File: src/rtl/spectrum_peak_picker.sv
// Per-frame band peak picker: tracks the loudest bin in four spectral bands
// and queues one fingerprint record per complete 1024-bin frame.
module spectrum_peak_picker #(
  parameter logic [15:0] MIN_MAG    = 16'd64,
  parameter int          FIFO_DEPTH = 4
) (
  input  logic        clk,
  input  logic        reset,
  input  logic        mag_valid,
  input  logic [15:0] mag_data,
  input  logic [10:0] mag_index,
  output logic        out_valid,
  input  logic        out_ready,
  output logic [39:0] out_data,
  output logic        sync_error,
  output logic        overflow
);

  localparam int PW = (FIFO_DEPTH > 1) ? $clog2(FIFO_DEPTH) : 1;
  localparam int CW = $clog2(FIFO_DEPTH + 1);

  typedef enum logic {
    WAIT_SYNC,
    ACCUM
  } state_t;

  state_t      state;
  state_t      state_nxt;
  logic [10:0] exp_idx;
  logic [10:0] exp_nxt;
  logic [7:0]  frame_id;
  logic [7:0]  frame_nxt;
  logic        sync_nxt;
  logic        push;
  logic        take;
  logic        clr;
  logic [39:0] rec;
  logic [3:0]  in_band;

  logic [15:0] max_q   [4];
  logic [7:0]  bin_q   [4];
  logic [15:0] max_upd [4];
  logic [7:0]  bin_upd [4];
  logic [15:0] max_nxt [4];
  logic [7:0]  bin_nxt [4];

  always_comb begin
    in_band[0] = (mag_index >= 11'd8)   && (mag_index <= 11'd31);
    in_band[1] = (mag_index >= 11'd32)  && (mag_index <= 11'd63);
    in_band[2] = (mag_index >= 11'd64)  && (mag_index <= 11'd127);
    in_band[3] = (mag_index >= 11'd128) && (mag_index <= 11'd255);
  end

  // Sequencing: decide whether this sample joins a frame and whether
  // the frame in progress must be thrown away.
  always_comb begin
    state_nxt = state;
    exp_nxt   = exp_idx;
    frame_nxt = frame_id;
    sync_nxt  = 1'b0;
    push      = 1'b0;
    take      = 1'b0;
    clr       = 1'b0;
    if (mag_valid) begin
      unique case (state)
        WAIT_SYNC: begin
          if (mag_index == 11'd0) begin
            take = 1'b1;
            clr  = 1'b1;
          end
        end
        ACCUM: begin
          if (mag_index == exp_idx) begin
            take = 1'b1;
          end else begin
            sync_nxt = 1'b1;
            clr      = 1'b1;
            if (mag_index == 11'd0) begin
              take = 1'b1;
            end else begin
              state_nxt = WAIT_SYNC;
              exp_nxt   = 11'd0;
            end
          end
        end
        default: state_nxt = WAIT_SYNC;
      endcase
    end
    if (take) begin
      state_nxt = ACCUM;
      if (mag_index == 11'd1023) begin
        exp_nxt   = 11'd0;
        push      = 1'b1;
        frame_nxt = frame_id + 8'd1;
      end else begin
        exp_nxt = mag_index + 11'd1;
      end
    end
  end

  // Trackers include the current sample, so the record sees bin 1023 too.
  always_comb begin
    rec = '0;
    rec[39:32] = frame_id;
    for (int b = 0; b < 4; b++) begin
      max_upd[b] = clr ? 16'd0 : max_q[b];
      bin_upd[b] = clr ? 8'd0 : bin_q[b];
      if (take && in_band[b] && (mag_data > max_upd[b])) begin
        max_upd[b] = mag_data;
        bin_upd[b] = mag_index[7:0];
      end
      rec[8*b +: 8] = (max_upd[b] >= MIN_MAG) ? bin_upd[b] : 8'd0;
      max_nxt[b] = push ? 16'd0 : max_upd[b];
      bin_nxt[b] = push ? 8'd0 : bin_upd[b];
    end
  end

  always_ff @(posedge clk) begin
    if (reset) begin
      state      <= WAIT_SYNC;
      exp_idx    <= 11'd0;
      frame_id   <= 8'd0;
      sync_error <= 1'b0;
      for (int b = 0; b < 4; b++) begin
        max_q[b] <= 16'd0;
        bin_q[b] <= 8'd0;
      end
    end else begin
      state      <= state_nxt;
      exp_idx    <= exp_nxt;
      frame_id   <= frame_nxt;
      sync_error <= sync_nxt;
      for (int b = 0; b < 4; b++) begin
        max_q[b] <= max_nxt[b];
        bin_q[b] <= bin_nxt[b];
      end
    end
  end

  logic [39:0]   mem [FIFO_DEPTH];
  logic [PW-1:0] rd_ptr;
  logic [PW-1:0] wr_ptr;
  logic [CW-1:0] count;
  logic          full;
  logic          pop;
  logic          wr_en;

  function automatic logic [PW-1:0] inc(input logic [PW-1:0] p);
    return (p == PW'(FIFO_DEPTH - 1)) ? '0 : p + PW'(1);
  endfunction

  assign full      = (count == CW'(FIFO_DEPTH));
  assign out_valid = (count != '0);
  assign pop       = out_valid && out_ready;
  assign wr_en     = push && (!full || pop);
  assign out_data  = out_valid ? mem[rd_ptr] : 40'd0;

  always_ff @(posedge clk) begin
    if (wr_en) begin
      mem[wr_ptr] <= rec;
    end
  end

  // A full FIFO keeps its contents; the new record is the one lost.
  always_ff @(posedge clk) begin
    if (reset) begin
      rd_ptr   <= '0;
      wr_ptr   <= '0;
      count    <= '0;
      overflow <= 1'b0;
    end else begin
      if (wr_en) begin
        wr_ptr <= inc(wr_ptr);
      end
      if (pop) begin
        rd_ptr <= inc(rd_ptr);
      end
      count <= count + CW'(wr_en) - CW'(pop);
      if (push && !wr_en) begin
        overflow <= 1'b1;
      end
    end
  end

endmodule

File: config.mk
export PLATFORM = sky130hd
export DESIGN_NAME = spectrum_peak_picker
export DESIGN_NICKNAME = d
export VERILOG_FILES = /design/src/rtl/spectrum_peak_picker.sv
export SDC_FILE = /design/constraint.sdc
export NUM_CORES = 1
export LEC_CHECK = 0
export CORE_UTILIZATION = 43
export CTS_BUF_LIST = sky130_fd_sc_hd__clkbuf_8
export CTS_CLUSTER_SIZE = 25
export DETAILED_ROUTE_END_ITERATION = 7
export PLACE_DENSITY = 0.58
export SYNTH_ARGS = -nofsm -noshare
export SYNTH_HDL_FRONTEND = slang
export SYNTH_SLANG_ARGS = --single-unit
File: constraint.sdc
create_clock -name clk -period 6.65 [get_ports clk]
set_clock_uncertainty 0.05 [all_clocks]
set_input_delay 0.665 -clock clk [delete_from_list [all_inputs] [get_ports clk]]
set_output_delay 0.665 -clock clk [all_outputs]
set_load 0.02 [all_outputs]
== Word-level counts from Yosys, hierarchy flattened ==
Memory sizes are Yosys's and may differ from the RTL's. A register that Yosys moved wholly into a read port is not among the register bits.
Index checks and enable logic that the tools add are counted.

* Muxes and demuxes: 64
* $add $sub $neg: 6
* Order comparisons: 16
* Reduce and logical (&&, ||, !) cells: 25
* Equal/unequal tests: 7
* Bitwise operators: 10

{| class="wikitable"
|+ Operators by type and width
! kind !! count
|-
| 16-bit 2-to-1 mux || 16
|-
| 8-bit 2-to-1 mux || 20
|-
| 11-bit 2-to-1 mux || 6
|-
| 16-bit by 7-bit >= comparator with 1-bit output, second input constant || 4
|-
| 16-bit > comparator || 4
|-
| 40-bit 2-to-1 mux || 1
|-
| 1-bit logical AND || 15
|-
| 1-bit 2-to-1 mux || 15
|-
| 11-bit by 1-bit adder with 11-bit output, second input constant || 1
|-
| 11-bit by 10-bit == test with 1-bit output, second input constant || 1
|-
| 11-bit == test || 1
|-
| 11-bit by 4-bit >= comparator with 1-bit output, second input constant || 1
|-
| 11-bit by 6-bit >= comparator with 1-bit output, second input constant || 1
|-
| 11-bit by 7-bit >= comparator with 1-bit output, second input constant || 1
|-
| 11-bit by 8-bit >= comparator with 1-bit output, second input constant || 1
|-
| 11-bit by 5-bit <= comparator with 1-bit output, second input constant || 1
|-
| 11-bit by 6-bit <= comparator with 1-bit output, second input constant || 1
|-
| 11-bit by 7-bit <= comparator with 1-bit output, second input constant || 1
|-
| 11-bit by 8-bit <= comparator with 1-bit output, second input constant || 1
|-
| 11-bit logical NOT || 1
|-
| 8-bit by 1-bit adder with 8-bit output, second input constant || 1
|-
| 2-bit 2-to-1 mux || 4
|-
| 1-bit bitwise OR || 8
|-
| 2-bit by 1-bit adder with 2-bit output, second input constant || 2
|-
| other kinds (14) || 20
|}

* Bits in registers: 29
* Word-level logic and storage cells: 139
* Memories: 3
* Output and inout port bits: 43
* Bits in writable memories: 256

{| class="wikitable"
|+ Memory list
! name !! depth !! bits a word !! rd ports !! clocked after Yosys merged registers in !! wr ports !! RTL line !! source
|-
| mem || 4 || 40 || 1 || 1 || 1 || 140 || <nowiki>logic [39:0] mem [FIFO_DEPTH];</nowiki>
|-
| max_q || 4 || 16 || 4 || 0 || 4 || 40 || <nowiki>logic [15:0] max_q [4];</nowiki>
|-
| bin_q || 4 || 8 || 4 || 0 || 4 || 41 || <nowiki>logic [7:0] bin_q [4];</nowiki>
|}

== Longest topological paths before layout ==
Gate-level depths: netlist of the first run.

* Word-level depth: 10
* Depth in mapped cells: 18
* Mapped depth without buffers: 14

== Worst setup path after synthesis of the first run ==
No wires, ideal clock.

* Path kind: input port to flip-flop
* Start: input mag_index[3]
* End: memory mem[0][24] (data pin)
* Stages on the path: 15
* Arrival time: 4.219 ns
* Slack: 2.197 ns
* Library setup time: 0.183 ns
* Cell sequence: buf_6 > or4b_4 > nor3_1 > o21a_1 > nand2_1 > clkbuf_1 > clkbuf_1 > nand2_1 > ha_1 > a21oi_1 > nand2_1 > a221o_1 > o311ai_1 > buf_2 > mux2i_1

* Word-level cells in the longest chain between the ends: 10
* Elaborated cells on any way between the ends: 21
* Classes of those cells: order compare (4); eq/ne (1); mux (12); reduce/logical (4)

{| class="wikitable"
|+ Ends and longest elaborated chain
! item !! RTL line !! source
|-
| start, declared || 11 || <nowiki>input logic [10:0] mag_index,</nowiki>
|-
| 11-bit == test / 11-bit logical NOT (equally long branches) || 73, 67, 78 ||
|-
| 1-bit 2-to-1 mux, on equally long branches || 73, 67, 78 ||
|-
| 1-bit case mux with 2 select lines / 1-bit 2-to-1 mux (equally long branches) || 65, 73 ||
|-
| 1-bit 2-to-1 mux / 1-bit case mux with 2 select lines (equally long branches) || 64, 65 ||
|-
| 16-bit 2-to-1 mux / 1-bit 2-to-1 mux (equally long branches) || 106, 64 ||
|-
| 16-bit > comparator / 1-bit logical AND (equally long branches) || 108 || <nowiki>if (take && in_band[b] && (mag_data > max_upd[b])) begin</nowiki>
|-
| 1-bit logical AND || 108 ||
|-
| 16-bit 2-to-1 mux || 108 ||
|-
| 16-bit by 7-bit >= comparator with 1-bit output || 112 || <nowiki>rec[8*b +: 8] = (max_upd[b] >= MIN_MAG) ? bin_upd[b] : 8'd0;</nowiki>
|-
| 8-bit 2-to-1 mux * || 112 ||
|-
| net rec[24] || 37 || <nowiki>logic [39:0] rec;</nowiki>
|-
| end, declared || 140 ||
|}

The timed path passes the listed nets; every way through them passes the cells marked *.

== Worst setup path in the final report of the first run ==
* Start: input mag_index[4]
* End: memory mem[1][21] (data pin)

The elaborated chain is that of the path after synthesis.

==> results.json, run 1 <==
{
  "outcome": "complete, no violations",
  "startpoint_type": "primary input",
  "gp_congestion": 0.842,
  "worstSetupPathType": "in -> reg",
  "final_nets": 1317,
  "hold_class": "reg -> reg",
  "drv_cap": 0,
  "p_total_mw": 4.17,
  "cts-resized-gates": 0,
  "place_inst": 1565,
  "die_h_um": 181,
  "first_global_vias": 9169,
  "critPathRequiredTime_ns": 6.92,
  "crit_path_end_kind": "register",
  "max_freq_ghz": 0.191,
  "critical_path.top_delay_family": "simple AND/OR/NAND/NOR gates",
  "synth_area_leaders": "edfxtp_1 35%, dfxtp_1 19%, mux2i_1 8.5%",
  "firstDrtPassIters": 5,
  "clk_path_buf_depth": 3,
  "holdPathStages": 2,
  "core_area_um2": 31500,
  "cpPeakStageDelay_ns": 0.76,
  "clkSinkCount": 287,
  "wl_met2_mm": 15.6,
  "totalWireLength_mm": 33.1,
  "setup_ws_ns": 1.41,
  "r2r_cells": 12,
  "cts_buffers": 47,
  "rsz0062_at_grt": "no",
  "stdcell_count": 1652,
  "holdWs_ns": 0.409,
  "syn_to_final_growth_pct": 15.6,
  "drc_errors": 0,
  "ys_ff_latch": 287,
  "synth-main-ff-cell": "edfxtp_1",
  "r2r_slack_ns": 1.90,
  "worst_path_max_delay_cell": "clkdlybuf4s50_1",
  "wire_per_inst_um": 20.0,
  "yosysWarnings": 0,
  "pre_cts_ws_ns": 0.860,
  "place_area_um2": 14900,
  "ios": 74,
  "crit_arrival_ns": 5.51,
  "die_x_um": 181,
  "stdcell_area_um2": 15800,
  "worstHoldEndpoint": "bin_q[3][7]",
  "synthesis.nets": 1234,
  "min_period_ns": 5.24,
  "grt_start_max_net_pins": 70,
  "antenna_found_initial": 0,
  "clock_latency_ns": 0.56,
  "worst-path-max-fanout": 55,
  "postSynthAreaPerCell_um2": 12.1,
  "wl_met1_mm": 15.2,
  "dieArea_um2": 32600,
  "worst_pin_slew_ns": 1.04,
  "syn_area_um2": 13700,
  "crit_buf_inv": 2,
  "netlist_instances": 1129,
  "slew_viol_final": 0,
  "synth_top_area_cell": "edfxtp_1",
  "cts_tree": "built",
  "async_flop_share_pct": 0,
  "power_leakage_nw": 5.88,
  "slew_headroom_pct": 30.0,
  "final_antenna_net_count": 0,
  "synth-edff-count": 160,
  "cp_common_cell": "nand4_1",
  "synth_cell_types": 64,
  "yosysSeqAreaShare_pct": 53.6,
  "postCtsHoldBufs": 0,
  "std_cell_rows": 65,
  "hold_violations": 0,
  "crit-reg2reg-launch": "exp_idx[10]",
  "synth_top_area_share_pct": 35.0,
  "setup_tns_ns": 0,
  "peakVddDrop_mv": 0.124,
  "cts_root_buf": "clkbuf_8",
  "dp_hpwl_mm": 22.3,
  "path_cells": "clkdlybuf4s50_1 > xnor2_1 > and4_1 > nand4_1 > nand2_4 > buf_4 > nand2_1 > ha_1 > nand4_1 > or4_1 > o221ai_1 > o2111a_2 > mux2i_1",
  "htreeDepth": 2,
  "viasPerCell": 5.55,
  "clkTransAtPathRegs_ns": 0.06,
  "drt_iter0_markers": 616,
  "start_util_pct": 43.6,
  "top_layer_used": "met4",
  "min-delay-start": "bin_q[3][7]",
  "rr_endpoint": "mem[1][21]",
  "post-route-period-util_pct": 78.8,
  "wl_met3_mm": 1.43,
  "grt_usage_pct": 20.6,
  "postCtsSetupBuffers": 0,
  "drive_gt1_share_pct": 13.0,
  "setup_viol": 0,
  "fillers": 2781,
  "portBuffers": 73,
  "grt_pass1_wl_mm": 52.4,
  "p_per_area_nw_per_um2": 263,
  "diodes": 0,
  "gr-total-overflow": 0,
  "vias": 9163,
  "final_util_pct": 50.3
}
## power by group
part           internal [mW]  switching [mW]  total, mW
Combinational          0.355           0.346      0.701
Clock                  0.864           0.721       1.59
Sequential              1.87          0.0200       1.89
Total                   3.08            1.09       4.17
## final cells by class
type                    instances  area [um2]  area share (%)
multi-input cells             759        6020            38.0
repair buffers                106         978            6.18
flip-flops and latches        287        7350            46.4
well taps                     402         503            3.17
clock inverters                40         309            1.95
clock buffers                  47         647            4.08
inverters                      11        41.3           0.261
## kinds of logic after synthesis
group           Yosys count  share of synthesized area [%]
buf+inv                  83                           2.81
mux                     157                           15.1
fa+ha+maj                74                           6.81
compound gates           95                           4.66
flops                   287                           53.6
xor+xnor                 22                           1.41
simple gates            411                           15.6
## tightest hold or removal path, stage by stage, from the launching register on
cell and delay, ns:
dfxtp_1 0.31, nand2_1 0.05, a21oi_1 0.05
## flip-flops by register name, indices dropped and copies added, names as in the netlist, named ones only
| name | flops |
|---|---|
| state | 1 |
| rd_ptr | 2 |
| overflow | 1 |
| frame_id | 8 |
| mem | 160 |
| sync_error | 1 |
| max_q | 64 |
| bin_q | 32 |
| exp_idx | 11 |
| count | 3 |
| wr_ptr | 2 |
## cells in the final DEF (no fill, tap or decap), types with 8 or more instances in the layout
| master | instances |
|---|---|
| nor2_1 | 28 |
| clkinv_2 | 11 |
| dfxtp_1 | 125 |
| nand3_1 | 111 |
| clkinv_1 | 15 |
| nand4_1 | 19 |
| o21ai_0 | 9 |
| edfxtp_1 | 160 |
| nand2_1 | 125 |
| buf_4 | 33 |
| mux4_2 | 40 |
| clkbuf_8 | 47 |
| xnor2_1 | 14 |
| nor4_1 | 10 |
| a22oi_1 | 9 |
| a21oi_1 | 41 |
| xor2_1 | 8 |
| inv_1 | 16 |
| ha_1 | 73 |
| and4_1 | 11 |
| and2_1 | 45 |
| clkdlybuf4s50_1 | 73 |
| mux2i_1 | 116 |
| or4_1 | 12 |
## synth_stat cells, types with 14 or more instances
cell	count
a21oi_1	41
mux4_2	40
and2_1	49
nand4_1	19
edfxtp_1	160
mux2i_1	116
dfxtp_1	127
nand2_1	126
nor2_1	28
ha_1	73
xnor2_1	14
buf_2	15
clkbuf_1	40
nand3_1	111
## how the worst max path moves through the flow
| stage | startpoint | slack [ns] | end | cells after the start |
|---|---|---|---|---|
| finish | mag_index[4] | 1.41 | mem[1][21] | 13 |
| global route | mag_index[7] | 1.08 | mem[1][1] | 13 |
| CTS | mag_index[4] | 1.44 | mem[3][21] | 13 |
| detailed placement | mag_index[4] | 0.86 | mem[0][21] | 13 |
| global placement | mag_index[4] | 0.94 | mem[0][17] | 13 |
| floorplan | mag_index[3] | 2.20 | mem[0][24] | 15 |
## layer usage
layer,GRT usage [%],up-vias
met2,34.0,198
met3,3.13,55
met1,27.9,4496
li1,-,4414
met5,0,-
met4,6.70,0
No activity file was read; power rests on OpenSTA's default activity.
==> run 2: changes to the inputs <==
clock period = 5.4 ns   (was 6.65 ns; I/O delays follow)
==> run 2 against run 1 <==
  * Non-clock buffer count is 4 higher
  * Sequential share of layout area is 0.084 points lower
  * Routed wire length is 2.3% lower
  * Global-route usage is 0.48 points lower
  * Clock power is 11% higher
  * Largest cell class unchanged
  * Largest power group unchanged
  * Highest routed layer unchanged
==> results.json, run 2 (synthesized netlist as in run 1, its figures left out) <==
{
  "min-delay-start": "bin_q[3][7]",
  "final_nets": 1321,
  "place_inst": 1569,
  "core_area_um2": 31500,
  "final_util_pct": 50.4,
  "multiInputGateArea_um2": 6020,
  "portBuffers": 73,
  "top_regs": "mem x160, max_q x64, bin_q x32",
  "ff_latch_area_um2": 7350,
  "setup_tns_ns": 0,
  "fillers": 2827,
  "start_util_pct": 43.6,
  "viasPerCell": 5.60,
  "final_antenna_net_count": 0,
  "clkSinkCount": 287,
  "startpoint": "mag_index[3]",
  "hold_violations": 0,
  "r2r_slack_ns": 1.11,
  "drc_errors": 0,
  "hold_class": "reg -> reg",
  "grt_usage_pct": 20.1,
  "drt_iter0_markers": 517,
  "worstSetupPathType": "in -> reg",
  "cts-resized-gates": 0,
  "clkTransAtPathRegs_ns": 0.06,
  "r2r_cells": 12,
  "post-route-period-util_pct": 85.2,
  "critPathRequiredTime_ns": 5.68,
  "grt_start_max_net_pins": 51,
  "power_leakage_nw": 6.06,
  "antenna_found_initial": 0,
  "clk_path_buf_depth": 3,
  "setup_ws_ns": 0.802,
  "drive_gt1_share_pct": 12.8,
  "wire_per_inst_um": 19.5,
  "max_freq_ghz": 0.217,
  "startpoint_type": "primary input",
  "vias": 9274,
  "cp-endpoint": "mem[1][17]",
  "gp_congestion": 0.856,
  "min_period_ns": 4.60,
  "largest_reg_flops": 160,
  "worst_path_max_delay_cell": "or4b_4",
  "final_cell_mix": "160 x edfxtp_1, 125 x nand2_1, 125 x dfxtp_1, 116 x mux2i_1, 111 x nand3_1",
  "gr-total-overflow": 0,
  "die_x_um": 181,
  "htreeDepth": 2,
  "holdWs_ns": 0.406,
  "pre_cts_ws_ns": 0.291,
  "postCtsSetupBuffers": 0,
  "clock_latency_ns": 0.58,
  "postCtsHoldBufs": 0,
  "p_per_area_nw_per_um2": 301,
  "dp_hpwl_mm": 21.5,
  "slew_viol_final": 0,
  "stdcell_count": 1656,
  "peakVddDrop_mv": 0.196,
  "ios": 74,
  "dieArea_um2": 32600,
  "worst-path-max-fanout": 47,
  "outcome": "complete, no violations",
  "p_total_mw": 4.78,
  "die_h_um": 181,
  "setup_viol": 0,
  "stdcell_area_um2": 15900,
  "cts_buffers": 47,
  "first_global_vias": 9247,
  "syn_to_final_growth_pct": 15.8,
  "worst_pin_slew_ns": 1.06,
  "top_register": "mem",
  "cpPeakStageDelay_ns": 0.63,
  "path_cells": "clkdlybuf4s50_1 > or4b_4 > nor3_1 > o21a_1 > nand2_4 > buf_12 > nand2_1 > ha_1 > nand4_1 > or4_1 > o221ai_1 > o2111a_2 > mux2i_1",
  "crit-reg2reg-launch": "exp_idx[10]",
  "layout_commonest_cell": "edfxtp_1",
  "crit_arrival_ns": 4.87,
  "diodes": 0,
  "cts_root_buf": "clkbuf_8",
  "slew_headroom_pct": 29.4,
  "rr_endpoint": "mem[1][17]",
  "crit_path_end_kind": "register",
  "std_cell_rows": 65,
  "rsz0062_at_grt": "no",
  "totalWireLength_mm": 32.3,
  "cts_tree": "built",
  "firstDrtPassIters": 5,
  "grt_pass1_wl_mm": 51.5,
  "drv_cap": 0,
  "place_area_um2": 15000
}
## run 2: changes by cell type in the layout (fill, tap and decap cells not counted), sizes merged
cell      change
buf           +4
bufinv        -5
inv          +18
clkbuf        +7
clkinv       -19
clkinvlp      -1
## run 2: worst min path at each step
stage	to	cells after the start
3_5_place_dp	bin_q[3][7]	2
3_3_place_gp	bin_q[3][7]	2
6_report	bin_q[3][7]	2
2_1_floorplan	bin_q[1][5]	2
5_1_grt	bin_q[2][0]	2
4_1_cts	bin_q[3][7]	2
## run 2: where the power goes
part           switching [mW]  internal [mW]  total [mW]
Combinational           0.334          0.335       0.669
Clock                   0.856          0.916        1.77
Sequential             0.0370           2.30        2.33
Total                    1.23           3.55        4.78
## run 2: worst max-delay path: cells and delay by family
kind	cells	cell delay (ns)
AO/OA/AOI/OAI	3	1.05
adder cells (fa/ha/maj)	1	0.17
buffers and inverters	2	0.85
multiplexers	1	0.47
AND/OR/NAND/NOR	6	1.75
## run 2: layout make-up
cell class                 count  area share, %
multi-input combinational    759           37.9
clock buffer                  54           4.68
timing repair buffer         110           6.75
clock inverter                33          0.938
tap                          402           3.17
inverter                      11          0.260
sequential                   287           46.3
## run 2: metal layers
metal | global-route usage (%) | share of wire [%]
met5 | 0.444 | 0
met3 | 3.21 | 4.0
met1 | 26.8 | 46
met2 | 33.6 | 48
met4 | 6.46 | 2.3
==> run 3: changes to the inputs <==
CORE_UTILIZATION = 57   (was 43)
PLACE_DENSITY = 0.74   (was 0.58)
==> run 3 against run 2 <==
  * Sequential share of layout area is 0.23 points higher
  * Cell count is 5.1% lower
  * Utilization is 17 points higher
  * Register-to-register slack worse by 0.25 ns
  * Clock power is 7% higher
  * Worst setup slack worse by 0.22 ns
  * Routed wire length is 6.0% lower
  * First-iteration DRC count is 12% higher
  * Sequential power hardly changed
  * Maximum frequency is 4.5% lower
  * Global-route usage is 5.6 points higher
  * Highest routed layer unchanged
==> results.json, run 3 (synthesized netlist as in run 1, its figures left out) <==
{
  "power_leakage_nw": 6.01,
  "final_cell_mix": "160 x edfxtp_1, 125 x nand2_1, 125 x dfxtp_1, 116 x mux2i_1, 111 x nand3_1",
  "firstDrtPassIters": 5,
  "post-route-period-util_pct": 89.2,
  "dp_hpwl_mm": 20.6,
  "cts_root_buf": "clkbuf_8",
  "worst_pin_slew_ns": 1.10,
  "ios": 74,
  "holdPathStages": 2,
  "cpPeakStageDelay_ns": 0.64,
  "cp-endpoint": "mem[3][20]",
  "max_freq_ghz": 0.208,
  "crit_path_end_kind": "register",
  "vias": 9218,
  "setup_tns_ns": 0,
  "grt_pass1_wl_mm": 48.7,
  "final_antenna_net_count": 0,
  "gp_congestion": 0.916,
  "cts_tree": "built",
  "clock_latency_ns": 0.56,
  "grt_usage_pct": 25.7,
  "rr_endpoint": "mem[3][20]",
  "final_nets": 1321,
  "critical_path.top_delay_family": "simple AND/OR/NAND/NOR gates",
  "critPathRequiredTime_ns": 5.66,
  "final_util_pct": 67.1,
  "rsz0062_at_grt": "no",
  "die_h_um": 157,
  "drive_gt1_share_pct": 13.4,
  "hold_class": "reg -> reg",
  "drv_cap": 0,
  "slew_headroom_pct": 26.4,
  "core_area_um2": 23500,
  "crit_buf_inv": 3,
  "clk_path_buf_depth": 3,
  "clkTransAtPathRegs_ns": 0.06,
  "r2r_cells": 13,
  "startpoint_type": "primary input",
  "crit_arrival_ns": 5.07,
  "slew_viol_final": 0,
  "outcome": "complete, no violations",
  "setup_viol": 0,
  "std_cell_rows": 56,
  "dieArea_um2": 24700,
  "hold_violations": 0,
  "antenna_found_initial": 0,
  "top_regs": "mem x160, max_q x64, bin_q x32",
  "p_total_mw": 4.89,
  "drc_errors": 0,
  "htreeDepth": 2,
  "postCtsHoldBufs": 0,
  "startpoint": "mag_index[6]",
  "min_period_ns": 4.81,
  "syn_to_final_growth_pct": 15.2,
  "start_util_pct": 58.2,
  "worst_path_max_delay_cell": "o2111a_2",
  "worstSetupPathType": "in -> reg",
  "crit-reg2reg-launch": "exp_idx[4]",
  "path_cells": "clkdlybuf4s50_1 > xnor2_1 > and4_1 > nand4_1 > nand2_4 > buf_12 > buf_4 > nand2_1 > ha_1 > nand4_1 > or4_1 > o221ai_1 > o2111a_2 > mux2i_1",
  "gr-total-overflow": 0,
  "portBuffers": 73,
  "worst-path-stages": 14,
  "top_register": "mem",
  "peakVddDrop_mv": 0.228,
  "die_x_um": 157,
  "r2r_slack_ns": 0.86,
  "p_per_area_nw_per_um2": 310,
  "drt_iter0_markers": 581,
  "totalWireLength_mm": 30.4,
  "cts-resized-gates": 0,
  "worst-path-max-fanout": 34,
  "first_global_vias": 9165,
  "layout_commonest_cell": "edfxtp_1",
  "diodes": 0,
  "wire_per_inst_um": 19.3,
  "grt_start_max_net_pins": 54,
  "postCtsSetupBuffers": 0,
  "cp_common_cell": "nand4_1",
  "cts_buffers": 46,
  "clkSinkCount": 287,
  "largest_reg_flops": 160,
  "viasPerCell": 5.86
}
-- run 3: changes by cell type in the layout (fill, tap and decap cells not counted), sizes merged --
cell    previous run  this run
buf               37        38
bufinv             0         4
clkbuf            54        49
clkinv             7        23
inv               37        20
-- run 3: worst min path at each step --
| stage | from | to | slack [ns] |
|---|---|---|---|
| floorplan | bin_q[1][5] | bin_q[1][5] | 0.39 |
| global placement | bin_q[3][7] | bin_q[3][7] | 0.40 |
| detailed placement | max_q[2][0] | max_q[2][0] | 0.41 |
| CTS | exp_idx[10] | exp_idx[10] | 0.42 |
| global route | bin_q[2][0] | bin_q[2][0] | 0.44 |
| finish | max_q[3][0] | max_q[3][0] | 0.41 |
-- run 3: layout make-up --
cell class                      instances  area (um2)
Clock inverter                         36         265
Multi-Input combinational cell        759        6020
Tap cell                              319         399
Fill cell                            1822        7750
Clock buffer                           49         674
Timing Repair Buffer                  111        1040
Inverter                               11        41.3
Sequential cell                       287        7350
-- run 3: through the flow --
stage,instance area (um2),hold slack [ns],setup slack [ns],instances
floorplan,13700,0.387,1.07,1129
global placement,14900,0.395,0.306,1487
detailed placement,14900,0.406,0.142,1487
CTS,15800,0.417,0.679,1572
global route,15800,0.437,0.457,1572
finish,15800,0.414,0.585,1572
-- run 3: metal layers --
metal,routed length (um),track usage (%),part of all wire [%],vias up
met3,1500,4.10,4.9,58
met2,15000,44.4,49,254
met4,671,8.18,2.2,0
met1,13300,33.2,44,4483
met5,0,0,0,-
li1,-,-,-,4423
-- run 3: power breakdown --
part	switching, mW	internal, mW
clock	0.848	1.04
sequential	0.0426	2.30
combinational	0.323	0.337
total	1.21	3.68
-- run 3: worst reg2reg max path, delay by kind of cell, from the launching register on --
kind,cells,cell delay (ns)
AO/OA/AOI/OAI,2,0.87
XOR/XNOR,1,0.22
adder cells (fa/ha/maj),1,0.33
buffers and inverters,2,0.47
flip-flops,1,0.33
multiplexers,1,0.46
AND/OR/NAND/NOR,6,1.58
